[src/rtl/vga_timing_gen.sv]
// vga_timing_gen: 640x480@60 Hz VGA display timing generator.
//   Steps one pixel position for each clk that has pix_en=1. Every output is
//   registered from the same (hc,vc) decode, so all outputs describe the
//   position consumed on the previous pix_en clk.
// Ports:
//   clk          system clock, rising edge
//   reset        synchronous, active-high; takes priority over pix_en
//   pix_en       pixel-rate enable
//   horiz_sync   horizontal sync, asserted level = SYNC_POL
//   vert_sync    vertical sync, asserted level = SYNC_POL
//   video_on     1 inside the visible area
//   pixel_column horizontal position, 0..H_TOTAL-1 (raw, also during blanking)
//   pixel_row    vertical position, 0..V_TOTAL-1 (raw, also during blanking)
//   frame_start  one-clk pulse on the load that presents (0,0)
module vga_timing_gen #(
  parameter int H_ACTIVE = 640,
  parameter int H_FP     = 16,
  parameter int H_SYNC   = 96,
  parameter int H_BP     = 48,
  parameter int V_ACTIVE = 480,
  parameter int V_FP     = 10,
  parameter int V_SYNC   = 2,
  parameter int V_BP     = 33,
  parameter int SYNC_POL = 0
) (
  input  logic       clk,
  input  logic       reset,
  input  logic       pix_en,
  output logic       horiz_sync,
  output logic       vert_sync,
  output logic       video_on,
  output logic [9:0] pixel_column,
  output logic [9:0] pixel_row,
  output logic       frame_start
);

  localparam int H_TOTAL = H_ACTIVE + H_FP + H_SYNC + H_BP;
  localparam int V_TOTAL = V_ACTIVE + V_FP + V_SYNC + V_BP;

  localparam logic [9:0] H_LAST   = 10'(H_TOTAL - 1);
  localparam logic [9:0] V_LAST   = 10'(V_TOTAL - 1);
  localparam logic [9:0] H_VIS    = 10'(H_ACTIVE);
  localparam logic [9:0] V_VIS    = 10'(V_ACTIVE);
  localparam logic [9:0] HS_FIRST = 10'(H_ACTIVE + H_FP);
  localparam logic [9:0] HS_LAST  = 10'(H_ACTIVE + H_FP + H_SYNC - 1);
  localparam logic [9:0] VS_FIRST = 10'(V_ACTIVE + V_FP);
  localparam logic [9:0] VS_LAST  = 10'(V_ACTIVE + V_FP + V_SYNC - 1);
  localparam logic       SYNC_ON  = (SYNC_POL != 0);

  logic [9:0] hc, vc;
  logic       hs_hit, vs_hit, vis;

  assign hs_hit = (hc >= HS_FIRST) && (hc <= HS_LAST);
  assign vs_hit = (vc >= VS_FIRST) && (vc <= VS_LAST);
  assign vis    = (hc < H_VIS) && (vc < V_VIS);

  always_ff @(posedge clk) begin
    if (reset) begin
      hc           <= '0;
      vc           <= '0;
      pixel_column <= '0;
      pixel_row    <= '0;
      video_on     <= 1'b0;
      frame_start  <= 1'b0;
      horiz_sync   <= ~SYNC_ON;
      vert_sync    <= ~SYNC_ON;
    end else if (pix_en) begin
      // Load the decode of the position being consumed, then advance.
      pixel_column <= hc;
      pixel_row    <= vc;
      video_on     <= vis;
      horiz_sync   <= hs_hit ? SYNC_ON : ~SYNC_ON;
      vert_sync    <= vs_hit ? SYNC_ON : ~SYNC_ON;
      frame_start  <= (hc == '0) && (vc == '0);
      if (hc < H_LAST) begin
        hc <= hc + 10'd1;
      end else begin
        hc <= '0;
        vc <= (vc == V_LAST) ? '0 : vc + 10'd1;
      end
    end else begin
      // Idle clk: everything holds, but the frame pulse lasts one clk only.
      frame_start <= 1'b0;
    end
  end

endmodule

[config.mk]
export PLATFORM = sky130hd
export DESIGN_NAME = vga_timing_gen
export DESIGN_NICKNAME = d
export VERILOG_FILES = /design/src/rtl/vga_timing_gen.sv
export SDC_FILE = /design/constraint.sdc
export NUM_CORES = 1
export LEC_CHECK = 0
export ABC_AREA = 1
export CAP_MARGIN = 15
export CORE_MARGIN = 3
export CORE_UTILIZATION = 41
export CTS_CLUSTER_DIAMETER = 60
export CTS_CLUSTER_SIZE = 30
export DETAILED_ROUTE_END_ITERATION = 8
export PLACE_DENSITY = 0.59
export SYNTH_ARGS = -nofsm -noshare
export SYNTH_HDL_FRONTEND = slang
export SYNTH_SLANG_ARGS = --single-unit
[constraint.sdc]
create_clock -name clk -period 2.05 [get_ports clk]
set_clock_uncertainty 0.2 [all_clocks]
set_input_delay 0.205 -clock clk [delete_from_list [all_inputs] [get_ports clk]]
set_output_delay 0.205 -clock clk [all_outputs]
set_load 0.01 [all_outputs]
==> impl_metrics.csv <==
group,metric,value,unit
drt,drc,0,
power_and_ir_drop,powerDensity,680,nW/µm²
cells_and_area,final_common_cell,"nand2_1",
cells_and_area,layout_common_cells,"nand2_1 (74), dfxtp_1 (44), nor2_1 (37), a21oi_1 (30), inv_1 (28)",
critical_path,start_kind,"flop",
floorplan,core,4850,µm²
global_route,grt_max_degree,19,
critical_path,endpoint_kind,"flop",
clocking,clk_pin_slew,0.09,ns
timing,setup_viol,0,
global_route,grt_pass1_wl,8.77,mm
floorplan,die_w,77.8,µm
floorplan,pin_count,27,
cells_and_area,area_delta_synth_final,20.4,%
placed_design,io_buffers,26,
global_route,grt_overflow_total,0,
global_route,grt_pass1_vias,1848,
yosys,yosys_warnings,0,
timing,drv_slew,0,
clocking,cts_tree,"built",
drt,detail-route-antenna-nets,0,
yosys,netlist_area,2110,µm²
timing,max_freq,584,MHz
yosys,avgSynthCellArea,6.97,µm²
power_and_ir_drop,p_leak,1.03,nW
timing,period_share,0.836,
timing,final-hold-violation-count,0,
global_route,grt_use_total,0.180,
critical_path,critPathMaxFanout,7,
drt,viasPerCell,4.77,
clocking,clockBufferDepth,2,
critical_path,cp.required,2.03,ns
drt,routed_wl,4.93,mm
timing,worstMarginPinSlew,0.399,ns
drt,firstDrtPassIters,4,
floorplan,initial_core_util,0.436,
drt,wl_per_cell,12.4,µm
critical_path,arrival,1.70,ns
cells_and_area,n_antenna_cell,0,
drt,initialDrtViolationCount,87,
placed_design,dpl.hpwl,3.65,mm
min_path,min-delay-path-class,"flop to flop",
cells_and_area,fin_nets,337,
cells_and_area,final_core_util,0.525,
drt,wl_met3,195,µm
critical_path,crit_type,"flop to flop",
drt,wl_met1,2.71,mm
placed_design,gp_congestion,0.862,
critical_path,cp_slowest_cell,"dfxtp_1",
drt,vias,1893,
yosys,synth-seq-area-share,0.417,
timing,relSlewSlack,0.734,
critical_path,crit_chain,"ha_1 > inv_1 > nor2_2 > nand2_1 > nor2_1 > nand3_1 > nand2_1 > nor2_1",
yosys,yosys.cell_types.count,30,
clocking,insertion_delay,0.30,ns
floorplan,die_area,6050,µm²
timing,fin_crit,1.71,ns
yosys,syn_nets,311,
clocking,htree_levels,2,
clocking,cts_sinks,44,
floorplan,rows,25,
yosys,ys_seq_elements,44,
clocking,postCtsResizedCells,0,
global_route,antenna_found_initial,0,
power_and_ir_drop,ir_worst_vdd,0.000399,V
outcome,status,"finished clean",
timing,tns,0,ns
flow_run,maxCapViolCount,0,
floorplan,die_y,77.8,µm
cells_and_area,drive_gt1_frac,0.100,
drt,routed.top_layer,"met4",
critical_path,critPathMaxStageDelay,0.48,ns
clocking,root_buffer,"clkbuf_8",
drt,wl_met2,1.97,mm
timing,rsz0062_at_grt,"false",
clocking,numCtsBuffers,5,
clocking,cts_hold_buffers,0,
yosys,syn_inst,303,
clocking,cts_setup_buffers,0,
[power by group]
| part | switching (mW) | internal [mW] |
|---|---|---|
| sequential | 0.0130 | 0.878 |
| clock | 0.302 | 0.399 |
| combinational | 0.0731 | 0.0651 |
[worst paths after layout]
kind | start | to | slack (ns) | cells past startpoint
max reg2reg | vc[1] | vc[6] | 0.34 | 8
max | vc[1] | vc[6] | 0.34 | 8
min | pixel_column[4] | pixel_column[4] | 0.26 | 2
min reg2reg | pixel_column[4] | pixel_column[4] | 0.26 | 2
[final cells by class]
cell class                      count  area [µm²]
Clock buffer                        6        82.6
Sequential cell                    44         881
Inverter                           35         133
Clock inverter                      2        38.8
Multi-Input combinational cell    211        1020
Fill cell                         492        2300
Tap cell                           67        83.8
Timing Repair Buffer               32         305
[sequential cells by signal (all words and copies together) (netlist names)]
register and flops:
hc 10, pixel_column 10, pixel_row 10, vc 10, frame_start 1, horiz_sync 1, vert_sync 1, video_on 1
[cells by family (layout without fill, tap and decap cells)]
family,Yosys count,in the layout,synth area share
AO/OA/AOI/OAI,58,58,0.143
XOR/XNOR,4,4,0.0166
flip-flops,44,44,0.417
AND/OR/NAND/NOR,144,144,0.294
adder cells (fa/ha/maj),5,5,0.0296
buffers and inverters,48,75,0.100
[metal layers]
metal	vias to the layer above	global-route usage
li1	1015	-
met5	-	0
met3	7	0.0394
met1	834	0.259
met2	37	0.265
met4	0	0.0587
[metrics by stage]
stage | instances | power (mW) | instance area (µm²) | worst slack (ns) | hold slack [ns]
after floorplan | 303 | 0.989 | 2110 | 0.510 | 0.235
after global placement | 389 | 1.05 | 2420 | 0.211 | 0.252
after detailed placement | 389 | 1.05 | 2420 | 0.198 | 0.253
after CTS | 397 | 1.75 | 2540 | 0.318 | 0.265
after global routing | 397 | 1.81 | 2540 | 0.0833 | 0.294
final | 397 | 1.73 | 2540 | 0.336 | 0.265
[worst max-delay path, delay by kind of cell (launching register included)]
family	cells	cell delay, ns
adders and majority gates	1	0.24
buffers and inverters	1	0.07
and+or+nand+nor	6	0.60
DFF	1	0.48
[cells in the mapped netlist, drive strengths merged]
| library cell | number | share of area |
|---|---|---|
| nand2 | 80 | 0.15 |
| dfxtp | 44 | 0.42 |
| nor2 | 38 | 0.069 |
| inv | 33 | 0.059 |
| a21oi | 30 | 0.071 |
| o21ai | 28 | 0.072 |
| nand3 | 14 | 0.039 |
| buf | 8 | 0.028 |
| clkbuf | 5 | 0.0095 |
| ha | 5 | 0.030 |
| nor3 | 5 | 0.014 |
| nand4 | 4 | 0.012 |
| xor2 | 3 | 0.012 |
| clkinv | 2 | 0.0041 |
| nor4 | 2 | 0.0059 |
| or2 | 1 | 0.0030 |
| xnor2 | 1 | 0.0041 |
Power figures use the tool's default switching activity.
